$ cat config.mk
export PLATFORM = sky130hd
export DESIGN_NAME = calc_lexer
export DESIGN_NICKNAME = d
export VERILOG_FILES = /design/src/rtl/calc_lexer.sv
export SDC_FILE = /design/constraint.sdc
export NUM_CORES = 1
export LEC_CHECK = 0
export ABC_AREA = 1
export BUFFER_PORTS_ARGS = -buffer_cell sky130_fd_sc_hd__buf_2
export CAP_MARGIN = 20
export CORE_UTILIZATION = 47
export DETAILED_ROUTE_END_ITERATION = 8
export MAX_ROUTING_LAYER = met4
export PLACE_DENSITY = 0.65
export SETUP_SLACK_MARGIN = 0.3
export SLEW_MARGIN = 20
export SYNTH_ARGS = -nofsm -noshare
export SYNTH_HDL_FRONTEND = slang
export SYNTH_SLANG_ARGS = --single-unit
$ cat constraint.sdc
create_clock -name clk -period 3.2 [get_ports clk]
set_input_delay 0.32 -clock clk [delete_from_list [all_inputs] [get_ports clk]]
set_output_delay 0.32 -clock clk [all_outputs]
set_load 0.02 [all_outputs]
$ cat src/rtl/calc_lexer.sv
// Byte-stream tokenizer for the calculator parser, valid/ready on both sides.
// Define LEXER_LINE_COL_EN to add tok_line/tok_col position outputs.
module calc_lexer #(
   parameter int unsigned VAL_W    = 32,
   parameter int unsigned NAME_MAX = 8,
   localparam int unsigned LEN_W   = $clog2(NAME_MAX + 1)
) (
   input  logic                  clk,
   input  logic                  rst_n,
   input  logic                  in_valid,
   output logic                  in_ready,
   input  logic [7:0]            in_char,
   input  logic                  in_last,
   output logic                  tok_valid,
   input  logic                  tok_ready,
   output logic [3:0]            tok_kind,
   output logic [VAL_W-1:0]      tok_int,
   output logic [3:0]            tok_frac,
   output logic [8*NAME_MAX-1:0] tok_name,
   output logic [LEN_W-1:0]      tok_name_len,
   output logic                  tok_err,
`ifdef LEXER_LINE_COL_EN
   output logic [15:0]           tok_line,
   output logic [7:0]            tok_col,
`endif
   output logic                  busy
);

   typedef enum logic [2:0] {StIdle, StInt, StFrac, StName, StStar, StFlushEof} state_e;

   localparam logic [3:0] KEof = 4'd0, KInt = 4'd1, KFloat = 4'd2, KName = 4'd3;
   localparam logic [3:0] KPlus = 4'd4, KMinus = 4'd5, KMul = 4'd6, KDiv = 4'd7, KMod = 4'd8;
   localparam logic [3:0] KExp = 4'd9, KLParen = 4'd10, KRParen = 4'd11, KAssign = 4'd12;
   localparam logic [3:0] KNewline = 4'd13, KError = 4'd15;

   state_e                state_q, state_d;
   logic [VAL_W-1:0]      acc_q, acc_d;
   logic [3:0]            frac_q, frac_d;
   logic                  err_q, err_d;
   logic [8*NAME_MAX-1:0] name_q, name_d;
   logic [LEN_W-1:0]      len_q, len_d;
   logic                  open_q, open_d;
   logic [3:0]            open_kind_q, open_kind_d;
   logic                  pend_valid_q, pend_valid_d;
   logic [7:0]            pend_char_q, pend_char_d;
   logic                  pend_last_q, pend_last_d;
   logic                  tok_full_q, tok_full_d;
   logic [3:0]            tok_kind_q, tok_kind_d;
   logic [VAL_W-1:0]      tok_int_q, tok_int_d;
   logic [3:0]            tok_frac_q, tok_frac_d;
   logic [8*NAME_MAX-1:0] tok_name_q, tok_name_d;
   logic [LEN_W-1:0]      tok_len_q, tok_len_d;
   logic                  tok_err_q, tok_err_d;
`ifdef LEXER_LINE_COL_EN
   logic [15:0] line_q, line_d, pend_line_q, pend_line_d, start_line_q, start_line_d;
   logic [15:0] tok_line_q, tok_line_d, cur_line;
   logic [7:0]  col_q, col_d, pend_col_q, pend_col_d, start_col_q, start_col_d;
   logic [7:0]  tok_col_q, tok_col_d, cur_col;
`endif

   logic             tok_free, have, last, is_digit, is_alpha, ovf, ld_simple, ld_open;
   logic [7:0]       c;
   logic [3:0]       ld_kind;
   logic [VAL_W-1:0] ld_val, acc_nx;
   logic [VAL_W+3:0] wide;

   assign in_ready  = !tok_full_q && !pend_valid_q && (state_q != StFlushEof);
   assign tok_free  = !tok_full_q || tok_ready;
   assign tok_valid = tok_full_q;
   assign busy      = (state_q != StIdle) || tok_full_q || pend_valid_q;

   always_comb begin
      state_d      = state_q;
      acc_d        = acc_q;
      frac_d       = frac_q;
      err_d        = err_q;
      name_d       = name_q;
      len_d        = len_q;
      open_d       = open_q;
      open_kind_d  = open_kind_q;
      pend_valid_d = pend_valid_q;
      pend_char_d  = pend_char_q;
      pend_last_d  = pend_last_q;
      tok_full_d   = tok_full_q && !tok_ready;
      tok_kind_d   = tok_kind_q;
      tok_int_d    = tok_int_q;
      tok_frac_d   = tok_frac_q;
      tok_name_d   = tok_name_q;
      tok_len_d    = tok_len_q;
      tok_err_d    = tok_err_q;
      ld_simple    = 1'b0;
      ld_open      = 1'b0;
      ld_kind      = KEof;
      ld_val       = '0;

      // A pending terminator is reprocessed from IDLE before any new byte.
      if (pend_valid_q) begin
         have = tok_free;
         c    = pend_char_q;
         last = pend_last_q;
      end else begin
         have = in_valid && in_ready;
         c    = in_char;
         last = in_last;
      end
      if (have && pend_valid_q) pend_valid_d = 1'b0;

      is_digit = (c >= 8'h30) && (c <= 8'h39);
      is_alpha = ((c >= 8'h61) && (c <= 8'h7A)) || ((c >= 8'h41) && (c <= 8'h5A)) || (c == 8'h5F);
      wide     = {4'd0, acc_q} * (VAL_W + 4)'(10) + (VAL_W + 4)'(c[3:0]);
      ovf      = |wide[VAL_W+3:VAL_W];
      acc_nx   = ovf ? '1 : wide[VAL_W-1:0];

      unique case (state_q)
         StIdle: if (have) begin
            acc_d       = VAL_W'(c[3:0]);
            frac_d      = 4'd0;
            err_d       = 1'b0;
            name_d      = '0;
            name_d[7:0] = c;
            len_d       = LEN_W'(1);
            if (is_digit) begin
               state_d = StInt;  open_kind_d = KInt;
            end else if (is_alpha) begin
               state_d = StName; open_kind_d = KName;
            end else if (c == 8'h2A) begin
               state_d = StStar; open_kind_d = KMul;
            end else if (c != 8'h20 && c != 8'h09 && c != 8'h0D) begin
               ld_simple = 1'b1;
               case (c)
                  8'h2B:   ld_kind = KPlus;
                  8'h2D:   ld_kind = KMinus;
                  8'h2F:   ld_kind = KDiv;
                  8'h25:   ld_kind = KMod;
                  8'h28:   ld_kind = KLParen;
                  8'h29:   ld_kind = KRParen;
                  8'h3D:   ld_kind = KAssign;
                  8'h0A:   ld_kind = KNewline;
                  default: begin ld_kind = KError; ld_val = VAL_W'(c); end
               endcase
            end
            if (last) begin
               state_d = StFlushEof;
               open_d  = is_digit || is_alpha || (c == 8'h2A);
            end
         end
         StInt, StFrac, StName: if (have) begin
            if (state_q == StName ? (is_alpha || is_digit) : is_digit) begin
               if (state_q == StName) begin
                  if (len_q == LEN_W'(NAME_MAX)) err_d = 1'b1;
                  else len_d = len_q + LEN_W'(1);
                  for (int i = 0; i < NAME_MAX; i++) begin
                     if (len_q == LEN_W'(i)) name_d[8*i +: 8] = c;
                  end
               end else if (state_q == StFrac && frac_q == 4'd15) begin
                  err_d = 1'b1;
               end else begin
                  acc_d = acc_nx;
                  err_d = err_q || ovf;
                  if (state_q == StFrac) frac_d = frac_q + 4'd1;
               end
               if (last) begin state_d = StFlushEof; open_d = 1'b1; end
            end else if (state_q == StInt && c == 8'h2E) begin
               state_d     = StFrac;
               open_kind_d = KFloat;
               if (last) begin state_d = StFlushEof; open_d = 1'b1; end
            end else begin
               ld_open      = 1'b1;
               pend_valid_d = 1'b1;
               pend_char_d  = c;
               pend_last_d  = last;
               state_d      = StIdle;
            end
         end
         StStar: if (have) begin
            if (c == 8'h2A) begin
               ld_simple = 1'b1;
               ld_kind   = KExp;
               state_d   = last ? StFlushEof : StIdle;
               open_d    = 1'b0;
            end else begin
               ld_open      = 1'b1;
               pend_valid_d = 1'b1;
               pend_char_d  = c;
               pend_last_d  = last;
               state_d      = StIdle;
            end
         end
         StFlushEof: if (tok_free) begin
            if (open_q) begin
               ld_open = 1'b1;
               open_d  = 1'b0;
            end else begin
               ld_simple = 1'b1;
               ld_kind   = KEof;
               state_d   = StIdle;
            end
         end
         default: state_d = StIdle;
      endcase

      if (ld_open) begin
         tok_full_d = 1'b1;
         tok_kind_d = open_kind_q;
         tok_int_d  = (open_kind_q == KInt || open_kind_q == KFloat) ? acc_q : '0;
         tok_frac_d = (open_kind_q == KFloat) ? frac_q : 4'd0;
         tok_name_d = (open_kind_q == KName) ? name_q : '0;
         tok_len_d  = (open_kind_q == KName) ? len_q : '0;
         tok_err_d  = err_q;
      end else if (ld_simple) begin
         tok_full_d = 1'b1;
         tok_kind_d = ld_kind;
         tok_int_d  = ld_val;
         tok_frac_d = 4'd0;
         tok_name_d = '0;
         tok_len_d  = '0;
         tok_err_d  = 1'b0;
      end

`ifdef LEXER_LINE_COL_EN
      line_d       = line_q;
      col_d        = col_q;
      start_line_d = start_line_q;
      start_col_d  = start_col_q;
      tok_line_d   = tok_line_q;
      tok_col_d    = tok_col_q;
      pend_line_d  = pend_valid_q ? pend_line_q : line_q;
      pend_col_d   = pend_valid_q ? pend_col_q : col_q;
      cur_line     = pend_valid_q ? pend_line_q : line_q;
      cur_col      = pend_valid_q ? pend_col_q : col_q;
      if (have && !pend_valid_q) begin
         if (c == 8'h0A) begin line_d = line_q + 16'd1; col_d = 8'd1; end
         else col_d = col_q + 8'd1;
      end
      if (state_q == StIdle && have) begin start_line_d = cur_line; start_col_d = cur_col; end
      if (ld_open) begin tok_line_d = start_line_q; tok_col_d = start_col_q; end
      else if (ld_simple) begin tok_line_d = cur_line; tok_col_d = cur_col; end
      if (ld_simple && ld_kind == KEof) begin line_d = 16'd1; col_d = 8'd1; end
`endif
   end

   always_ff @(posedge clk or negedge rst_n) begin
      if (!rst_n) begin
         state_q      <= StIdle;
         acc_q        <= '0;
         frac_q       <= '0;
         err_q        <= 1'b0;
         name_q       <= '0;
         len_q        <= '0;
         open_q       <= 1'b0;
         open_kind_q  <= KEof;
         pend_valid_q <= 1'b0;
         pend_char_q  <= '0;
         pend_last_q  <= 1'b0;
         tok_full_q   <= 1'b0;
         tok_kind_q   <= KEof;
         tok_int_q    <= '0;
         tok_frac_q   <= '0;
         tok_name_q   <= '0;
         tok_len_q    <= '0;
         tok_err_q    <= 1'b0;
`ifdef LEXER_LINE_COL_EN
         line_q       <= 16'd1;
         col_q        <= 8'd1;
         pend_line_q  <= '0;
         pend_col_q   <= '0;
         start_line_q <= '0;
         start_col_q  <= '0;
         tok_line_q   <= '0;
         tok_col_q    <= '0;
`endif
      end else begin
         state_q      <= state_d;
         acc_q        <= acc_d;
         frac_q       <= frac_d;
         err_q        <= err_d;
         name_q       <= name_d;
         len_q        <= len_d;
         open_q       <= open_d;
         open_kind_q  <= open_kind_d;
         pend_valid_q <= pend_valid_d;
         pend_char_q  <= pend_char_d;
         pend_last_q  <= pend_last_d;
         tok_full_q   <= tok_full_d;
         tok_kind_q   <= tok_kind_d;
         tok_int_q    <= tok_int_d;
         tok_frac_q   <= tok_frac_d;
         tok_name_q   <= tok_name_d;
         tok_len_q    <= tok_len_d;
         tok_err_q    <= tok_err_d;
`ifdef LEXER_LINE_COL_EN
         line_q       <= line_d;
         col_q        <= col_d;
         pend_line_q  <= pend_line_d;
         pend_col_q   <= pend_col_d;
         start_line_q <= start_line_d;
         start_col_q  <= start_col_d;
         tok_line_q   <= tok_line_d;
         tok_col_q    <= tok_col_d;
`endif
      end
   end

   assign tok_kind     = tok_kind_q;
   assign tok_int      = tok_int_q;
   assign tok_frac     = tok_frac_q;
   assign tok_name     = tok_name_q;
   assign tok_name_len = tok_len_q;
   assign tok_err      = tok_err_q;
`ifdef LEXER_LINE_COL_EN
   assign tok_line     = tok_line_q;
   assign tok_col      = tok_col_q;
`endif

endmodule
==> run metrics, run 1 <==
status finished, violations left; failing checks negative setup slack; Syn Nets roughly 2,000; CTS buffer count 24; gpl congestion 0.9354; # nets final 2,368; post-synth top area share 40.17%; Worst Hold Class primary input to flop; Final min period 3.467 ns; Worst EP arrival 3.86 ns; Fmax achieved just under 300 MHz; met3 GRT Util ~2.6%; DR vias 14,680; CP bufs+invs 2; GRT overflow 0; CTS root buf clkbuf_16; Clk Latency, worst-skew pair around 0.53 ns; vias per cell 5.451; CP Launch Type flop; yosys warns 0; vias in the first global route 13,920; H-tree levels 1; syn avg cell area 7.540 sq um; CP endpoint kind flop; drt total wl 49.83 mm; Crit Path Category flop to flop; top cells by area, synth dfrtp_1, nand2_1, nand3_1; drt drc 0; core area ~30,000 sq um; final setup TNS -7.512 ns; Hold Vio Cnt, Final 0; Layout area overhead 37.87%; TritonCTS sink count between 200 and 250; worst vdd ir 0.5205 mV; GR Util met2 50.52%; critical path required time 3.59 ns; Power Density 964.0 nW/um^2; met1 Use GR 37.53%; Async SR Flop Fraction 100.0%; CP max-delay cell fa_2; ANT nets after route 0; Worst-path clk slew about 0.070 ns; CP Max Fanout 8; worst hold margin ~0.16 ns; drt pass-1 iters 7; Final Setup Violations 33; share of cells above drive strength 1 33.65%; Worst Tran Pin Value 0.8138 ns; largest net degree at the start of global routing 88; final period utilization 108.3%; Final Max Tran Viols 0; Worst Setup Slack, final -0.2666 ns; Routed WL per cell 18.50 microns; number of synthesized flops with an enable pin 0; Die X 177.4 microns; area leader, netlist dfrtp_1; antenna cells 0; GRT busiest layer met2; Filler cells 2,546; DP HPWL 32.46 mm; post-synth cell types ~60; CTS Buffer Depth 3; Seq/Total Area, Yosys between 40% and 50%; Vert. Die Dim 177.4 microns; DRT iter0 DRCs around 1,000; max_slew headroom about 46%; Mapped Cells roughly 1,900; num rows 63; CP Cell Sequence ha_1 > ha_2 > inv_2 > fa_2 > nor2_4 > nand3_1 > nor2_2 > nand3_2 > nor2_4 > nand2_4 > nor2_8 > nand3_4 > nor3_4 > nand3_1 > nand2_1 > nand2_1 > inv_2 > nand2_8 > nand2_8 > o211ai_2; I/O Pins 125; CTS tree built; CP delay by family, top simple AND/OR/NAND/NOR gates; global-route wire length before repair around 72 mm; Pleak 10.54 nW; cell area after synthesis 14,450 sq um; ys flop type dfrtp_1; Layout Skew 0.01073 ns; Worst path max stage delay 0.46 ns; Starting Density 48.25%; Max Cap Viol 0; post-synthesis register bit count 232; initial antenna violation count 0; unrepaired setup endpoints after global routing true; PortBufs 124; GRT Util Overall 29.76%; Die ar. 31,460 sq um
==> per-stage QoR <==
| step | power [W] | setup slack [ns] | area (sq um) | util (%) | cells |
|---|---|---|---|---|---|
| global route | 0.02030 | -0.4090 | 19930 | 66.53 | 2693 |
| detailed placement | 0.01325 | -0.4347 | 16890 | 56.38 | 2572 |
| finish | 0.01921 | -0.2666 | 19930 | 66.53 | 2693 |
| global placement | 0.01309 | -0.4160 | 16890 | 56.38 | 2572 |
| CTS | 0.01681 | -0.2084 | 18240 | 60.88 | 2639 |
| floorplan | 0.009588 | -0.02194 | 14480 | - | 1917 |
==> registers in the layout, indices dropped and copies added (netlist names) <==
register,cells
open_kind_q,3
tok_valid,1
pend_char_q,8
acc_q,32
tok_name_len,4
state_q,3
tok_frac,4
tok_int,32
err_q,1
pend_last_q,1
tok_name,64
tok_kind,4
tok_err,1
len_q,4
pend_valid_q,1
open_q,1
name_q,64
frac_q,4
==> where the power goes <==
| group | internal (W) | switching, W |
|---|---|---|
| registers | 0.00372 | 0.000657 |
| clock network | 0.00175 | 0.00124 |
| logic | 0.00487 | 0.00698 |
==> kinds of logic after synthesis <==
family                   share of synthesized area (%)
AND/OR/NAND/NOR                                  36.00
adder cells (fa/ha/maj)                          6.163
AO/OA/AOI/OAI                                    8.154
XOR/XNOR                                         1.394
flip-flops                                       40.17
buffers and inverters                            8.120
==> layout by cell type, fill, tap and decap left out, drive strengths merged, types with 11 or more instances in the layout <==
cell type	instances
xor2	21
buf	390
clkbuf	45
inv	213
a21oi	33
o211ai	20
dfrtp	232
ha	68
o21ai	117
and2	11
nor3	21
nor2	128
nand2	589
nand4	26
nand3	335
==> final cells by class <==
cell class                 instances  area, sq um  area share (%)
multi-input combinational       1408         8678           43.55
clock inverter                    14        165.2          0.8288
clock buffer                      30        674.4           3.384
inverter                         213        802.0           4.025
timing repair buffer             406         3306           16.59
tap                              390        488.0           2.449
sequential                       232         5814           29.18
==> routing by layer <==
metal  share of wire, %  wire length [microns]
met5                  0                      0
met4                4.0                   2016
met3                4.5                   2228
met2                 49                  24640
met1                 42                  20940
==> synthesized netlist by cell type, drive strengths merged, types with 2 or more instances <==
master,count
xor2,21
o31ai,6
clkbuf,23
clkinv,2
buf,45
fa,2
or2,2
nor3,21
nand4,26
dfrtp,232
inv,211
o21bai,2
nor2,128
o211ai,20
and2,11
nand2,585
o21ai,117
xnor2,2
a22oi,4
nor4,2
nand3b,7
a21oi,33
ha,68
nand3,335
o221ai,3
==> tightest hold or removal path: stages <==
cell	delay, ns
buf_2	0.08
o21ai_2	0.07
o21ai_0	0.17
==> final timing paths <==
kind                                            start                         end  slack (ns)  depth (start not counted)
max in group asynchronous                       rst_n      name_q[38]$_DFFE_PN0P_        1.88                          3
worst min-delay path                       in_char[7]  pend_char_q[7]$_DFFE_PN0P_        0.16                          3
min in group asynchronous                       rst_n     tok_name[6]$_DFFE_PN0P_        0.40                          2
worst max-delay path             acc_q[1]$_DFFE_PN0P_        acc_q[7]$_DFFE_PN0P_       -0.27                         20
worst max register to register   acc_q[1]$_DFFE_PN0P_        acc_q[7]$_DFFE_PN0P_       -0.27                         20
worst min register to register  name_q[4]$_DFFE_PN0P_       name_q[4]$_DFFE_PN0P_        0.49                          2
==> repair_timing <==
| action | CTS | global route |
|---|---|---|
| setup endpoints to repair | 132 | 159 |
| hold buffers | 1 | 0 |
| buffers inserted | 17 | 32 |
| resized for setup | 62 | 209 |
| cloned | 5 | 22 |
| pin swaps | 14 | 41 |
| endpoints found under the hold margin | 83 | 0 |
(Power assumes the default switching activity.)
==> run 2: changes to the inputs <==
PLACE_DENSITY = 0.62   (was 0.65)
clock period = 3.81 ns   (was 3.2 ns; I/O delays follow)
==> run 2 against run 1 <==
Compared with the run above: the flow now finishes without violations; worst hold slack better by 0.082 ns; fmax up 0.60%; sequential share of layout area up 3.4 points; clock-buffer cell count up 6; wire length down 8.6%; core utilization down 6.8 points; cell count down 6.5%; combinational power down 37%; die area unchanged; first-iteration DRC count up 6.6%; highest routed layer unchanged.
==> run metrics, run 2 (synthesized netlist as in run 1, its figures left out) <==
CP max-delay cell dfrtp_2; ANT nets after route 0 (unchanged); H-tree levels 1 (unchanged); switching share of total power 48.21% (+2.0 points); Clk Latency, worst-skew pair 0.55 ns (+0.02 ns); Pleak 9.446 nW (-10%); GRT Util Overall 30.00% (+0.24 points); DP HPWL 33.57 mm (+3.4%); DRT iter0 DRCs 1,113 (+6.6%); status finished clean; TritonCTS sink count 232 (unchanged); Final Max Tran Viols 0 (unchanged); core area 29,950 sq um (unchanged); DR vias 13,780 (-6.1%); max_slew headroom 45.60% (-0.15 points); final core utilization 59.77% (-6.8 points); Worst-path clk slew 0.06 ns (about the same); Final Total Pwr 0.01375 W (-28%); CP bufs+invs 3 (+1); Fmax achieved 290.2 MHz (+0.60%); Routed WL per cell 18.08 microns (-2.3%); drt drc 0 (unchanged); Reg power frac 27.2% (+4.4 points); CP Cell Sequence ha_1 > ha_1 > nand2_1 > nand2_2 > nand3_2 > nand2_2 > nand2_1 > nand2_1 > buf_4 > nor3_1 > nand3_1 > nor2_1 > nand3_1 > nand2_1 > nand2_1 > nand2_1 > inv_2 > nand2_4 > nand2_8 > clkbuf_16 > nand3_2; worst vdd ir 0.4257 mV (-18%); Clock Power Share 18.6% (+3.1 points); drt pass-1 iters 5 (-2); CP endpoint kind flop; largest net degree at the start of global routing 101 (+15%); Filler cells 2,849 (+12%); Worst Tran Pin Value 0.8141 ns (+0.0002830 ns); Worst Hold Class primary input to flop; PortBufs 124 (unchanged); commonest cells after routing, fill and taps aside nand2_1, nand3_1, dfrtp_1, inv_1, buf_2; Worst path most repeated cell nand2_1; I/O Pins 125 (unchanged); CTS root buf clkbuf_16; drt total wl 45.53 mm (-8.6%); # nets final 2,194 (-7.3%); CP Launch Type flop; Layout area overhead 23.87%; Die ar. 31,460 sq um (unchanged); Net Sw Power 0.006628 W (-25%); Max Cap Viol 0 (unchanged); Final min period 3.446 ns (-0.02083 ns); final setup TNS 0 ns (+7.512 ns); Power Density 767.8 nW/um^2 (-20%); CTS Buffer Depth 3 (unchanged); Hold Vio Cnt, Final 0 (unchanged); Worst EP arrival 3.91 ns (+0.05 ns); vias per cell 5.470 (+0.35%); Layout Skew 0.02588 ns (+0.01515 ns); Starting Density 48.25% (unchanged); antenna cells 0 (unchanged); Final Setup Violations 0 (-100%); Worst path max stage delay 0.45 ns (about the same); unrepaired setup endpoints after global routing true; CP Max Fanout 6 (-2); final period utilization 90.44% (-18 points); Internal 0.007119 W (-31%); commonest non-fill, non-tap cell in the layout nand2_1; share of cells above drive strength 1 26.63% (-7.0 points); Comb power frac 54.2% (-7.5 points); CTS tree built; critical path required time 4.28 ns (+0.69 ns); GRT overflow 0 (unchanged); num rows 63 (unchanged); gpl congestion 0.9109 (-2.6%); CTS buffer count 27 (+13%); Vert. Die Dim 177.4 microns (unchanged); CP delay by family, top simple AND/OR/NAND/NOR gates; global-route wire length before repair 72.18 mm (+0.64%); Crit Path Category flop to flop; Die X 177.4 microns (unchanged); initial antenna violation count 0 (unchanged); vias in the first global route 13,090 (-5.9%)
==> run 2: cell count changes in the layout (fill, tap and decap cells not counted), sizes merged <==
cell,delta
buf,-160
clkbuf,-7
nand2,-4
bufinv,-1
clkinv,-1
clkinvlp,-1
==> run 2: cell type report <==
cell class / instances / area [sq um] / share of cell area, %
Multi-Input combinational cell: 1404 / 8344 / 46.61
Sequential cell: 232 / 5831 / 32.57
Timing Repair Buffer: 233 / 1565 / 8.743
Inverter: 213 / 802.0 / 4.480
Clock buffer: 36 / 739.5 / 4.130
Tap cell: 390 / 488.0 / 2.726
Clock inverter: 11 / 133.9 / 0.7478
==> run 2: layer usage <==
metal / GRT usage [%] / part of all wire, % / up-vias
li1: - / - / 6680
met1: 41.80 / 47 / 6623
met2: 47.30 / 46 / 400
met3: 2.721 / 4.5 / 76
met4: 6.909 / 2.5 / 0
met5: - / 0 / -
==> run 2: tightest hold or removal path: cells and delay by family <==
family        cells  cell delay (ns)
buf+inv           2             0.20
simple gates      2             0.14
==> run 2: final timing paths <==
path / start / slack [ns] / cells past startpoint / end
hold / removal: tok_ready / 0.24 / 4 / tok_valid$_DFF_PN0_
setup reg to reg: acc_q[2]$_DFFE_PN0P_ / 0.36 / 21 / acc_q[6]$_DFFE_PN0P_
min in group asynchronous: rst_n / 0.43 / 2 / tok_name[22]$_DFFE_PN0P_
hold reg to reg: name_q[43]$_DFFE_PN0P_ / 0.48 / 2 / name_q[43]$_DFFE_PN0P_
setup / recovery: acc_q[2]$_DFFE_PN0P_ / 0.36 / 21 / acc_q[6]$_DFFE_PN0P_
max in group asynchronous: rst_n / 2.30 / 3 / pend_valid_q$_DFF_PN0_
==> run 2: metrics by stage <==
| step | worst slack, ns | hold slack, ns | cells | instance area [sq um] |
|---|---|---|---|---|
| floorplan | 0.4419 | 0.08541 | 1917 | 14450 |
| global placement | 0.1428 | 0.4643 | 2446 | 15910 |
| detailed placement | 0.09184 | 0.4737 | 2446 | 15910 |
| CTS | 0.3002 | 0.2232 | 2498 | 17020 |
| global route | 0.2038 | 0.2697 | 2519 | 17900 |
| finish | 0.3642 | 0.2385 | 2519 | 17900 |
==> run 2: power by group through the flow <==
stage	logic, W	clock network [W]	registers, W
2_1_floorplan	0.00431	0	0.00371
4_1_cts	0.00670	0.00260	0.00372
6_report	0.00746	0.00255	0.00374
3_5_place_dp	0.00648	0	0.00375
3_3_place_gp	0.00644	0	0.00373
5_1_grt	0.00820	0.00269	0.00381
==> run 2: repair_timing <==
item                                    4_1_cts  5_1_grt
resized for setup                            57      167
pin swaps                                     8       36
endpoints found under the hold margin        97        0
hold buffers                                  1        0
cloned                                        0        2
endpoints found under the setup margin       33       34
setup buffers                                 4       19
==> run 3: changes to the inputs <==
CELL_PAD_IN_SITES_DETAIL_PLACEMENT = 1   (was default)
CELL_PAD_IN_SITES_GLOBAL_PLACEMENT = 1   (was default)
CORE_MARGIN = 10   (was default)
CORE_UTILIZATION = 45   (was 47)
PLACE_DENSITY = 0.78   (was 0.62)
==> run 3 against run 2 <==
Compared with the run above: clock power grew 13%; clock-buffer cell count shrank 1; highest routed layer unchanged; register-to-register slack lost 0.13 ns; cell area grew 1.8%; via count grew 4.8%; sequential cell count is the same; wire length grew 21%; die area grew 26%; largest power group unchanged; power grew 8.8%; clock skew grew 0.0065 ns; cell count grew 0.91%.
==> run metrics, run 3 (synthesized netlist as in run 1, its figures left out) <==
Worst path max stage delay 0.43 ns (-0.02 ns); core area 31,640 sq um (+5.6%); min-delay src in_char[7]; Vert. Die Dim 199.2 microns (+12%); Die X 199.2 microns (+12%); worst reg2reg path endpoint acc_q[1]$_DFFE_PN0P_; vias in the first global route 14,910 (+14%); Power Density 820.7 nW/um^2 (+6.9%); Worst-path clk slew 0.06 ns (about the same); worst hold stages 3 (-1); CTS buffer count 27 (unchanged); Finished Layout Cells 2,542 (+0.91%); Routed WL per cell 21.69 microns (+20%); CTS tree built; CTS Buffer Depth 3 (unchanged); met2 wire length 27.19 mm (+31%); CP max-delay cell dfrtp_1; Final min period 3.576 ns (+0.1300 ns); Worst path most repeated cell nand2_4; DRT iter0 DRCs 933 (-16%); Crit Path Category flop to flop; CP Launch Type flop; final period utilization 93.85% (+3.4 points); DP HPWL 37.58 mm (+12%); CP Depth 24 (+14%); max_slew headroom 36.05% (-9.5 points); Hold Path Sink pend_char_q[7]$_DFFE_PN0P_; drt total wl 55.14 mm (+21%); Hold Vio Cnt, Final 0 (unchanged); final core utilization 57.63% (-2.1 points); CP endpoint kind flop; WL met1 22.49 mm (+4.2%); Worst EP arrival 4.02 ns (+0.11 ns); ANT nets after route 0 (unchanged); reg2reg path depth 24 (+14%); uppermost layer routed met4; initial antenna violation count 0 (unchanged); num rows 65 (+3.2%); Final Max Tran Viols 0 (unchanged); Worst Hold Class primary input to flop; largest net degree at the start of global routing 108 (+6.9%); Fmax achieved 279.7 MHz (-3.6%); worst vdd ir 0.4720 mV (+11%); vias per cell 5.680 (+3.8%); Layout Skew 0.03238 ns (+0.006502 ns); I/O Pins 125 (unchanged); Max Cap Viol 0 (unchanged); H-tree levels 1 (unchanged); share of cells above drive strength 1 27.76% (+1.1 points); met3 routed WL 3.161 mm (+54%); Worst Setup Slack, final 0.2341 ns (-0.1300 ns); # nets final 2,202 (+0.36%); antenna cells 0 (unchanged); placed cells 2,437 (-0.37%); GRT overflow 0 (unchanged); r2r startpoint acc_q[3]$_DFFE_PN0P_; DR vias 14,440 (+4.8%); Placement Setup Slack 0.03186 ns (-0.05999 ns); status finished clean; R2R Setup Slk 0.23 ns (-0.13 ns); Worst Tran Pin Value 0.9569 ns (+0.1428 ns); CP bufs+invs 5 (+2); CP Cell Sequence ha_4 > ha_4 > inv_2 > fa_2 > inv_4 > nand2_4 > nand2_4 > nand3b_1 > nand2_2 > buf_6 > nand3_4 > nor2_4 > nand2_4 > nor2_8 > nand3_4 > nor3_4 > nand3_1 > nand2_1 > nand2_1 > inv_2 > nand2_8 > buf_6 > o21ai_1 > o21ai_1; CP Max Fanout 5 (-1); Die ar. 39,690 sq um (+26%); Pleak 9.560 nW (+1.2%); Layout area overhead 26.13%; Starting Density 45.69% (-2.6 points); Final Total Pwr 0.01496 W (+8.8%); critical path required time 4.25 ns (-0.03 ns); TritonCTS sink count 232 (unchanged); commonest non-fill, non-tap cell in the layout nand2_1; global-route wire length before repair 82.82 mm (+15%); GRT Util Overall 27.03% (-3.0 points); Final Setup Violations 0 (unchanged); unrepaired setup endpoints after global routing true; gpl congestion 0.9261 (+1.7%); PortBufs 124 (unchanged); Clk Latency, worst-skew pair 0.56 ns (about the same); final setup TNS 0 ns (unchanged); drt drc 0 (unchanged); drt pass-1 iters 7 (+2); CP delay by family, top simple AND/OR/NAND/NOR gates; CTS root buf clkbuf_16; commonest cells after routing, fill and taps aside nand2_1, nand3_1, dfrtp_1, inv_1, buf_2
run 3: metrics by stage:
step | instance area, sq um | hold slack, ns
after CTS | 17400 | 0.2024
after detailed placement | 15750 | 0.4746
final | 18230 | 0.2009
after floorplan | 14450 | 0.08541
after global routing | 18230 | 0.2236
after global placement | 15750 | 0.4573
run 3: final cells by class:
cell class | count | area [sq um]
fill | 3937 | 13410
multi-input combinational | 1407 | 8522
clock buffer | 35 | 775.7
tap | 402 | 503.0
inverter | 213 | 802.0
clock inverter | 15 | 225.2
sequential | 232 | 5832
timing repair buffer | 238 | 1572
run 3: worst max path at each step:
stage / startpoint / endpoint / slack [ns]
final: acc_q[3]$_DFFE_PN0P_ / acc_q[1]$_DFFE_PN0P_ / 0.23
after global routing: acc_q[3]$_DFFE_PN0P_ / acc_q[1]$_DFFE_PN0P_ / 0.07
after CTS: acc_q[3]$_DFFE_PN0P_ / acc_q[3]$_DFFE_PN0P_ / 0.29
after detailed placement: acc_q[14]$_DFFE_PN0P_ / acc_q[0]$_DFFE_PN0P_ / 0.03
after global placement: acc_q[17]$_DFFE_PN0P_ / acc_q[0]$_DFFE_PN0P_ / 0.05
after floorplan: acc_q[1]$_DFFE_PN0P_ / acc_q[12]$_DFFE_PN0P_ / 0.44
run 3: routing by layer:
| layer | vias to the layer above | GRT usage, % |
|---|---|---|
| met5 | - | - |
| met4 | 0 | 9.946 |
| met3 | 136 | 2.574 |
| met2 | 477 | 45.09 |
| met1 | 7134 | 33.51 |
| li1 | 6692 | - |
run 3: report_power, final:
part           switching, W  total, W  internal [W]
registers          0.000599   0.00373       0.00313
clock network       0.00110   0.00288       0.00178
logic               0.00560   0.00835       0.00274
run 3: repair_timing:
action                                  in CTS  in global routing
gates resized for setup                    100                147
pin swaps                                   24                 61
buffers inserted                            25                 26
endpoints found under the hold margin      104                  0
cloned                                       2                  1
hold buffers                                 1                  0
endpoints found under the setup margin      33                 44
run 3: worst register-to-register path: cells and delay by family (launching register included):
kind / cells / cell delay [ns]
and+or+nand+nor: 14 / 1.48
adders and majority gates: 3 / 0.80
buffers and inverters: 5 / 0.53
DFF: 1 / 0.43
AOI/OAI and AO/OA: 2 / 0.19
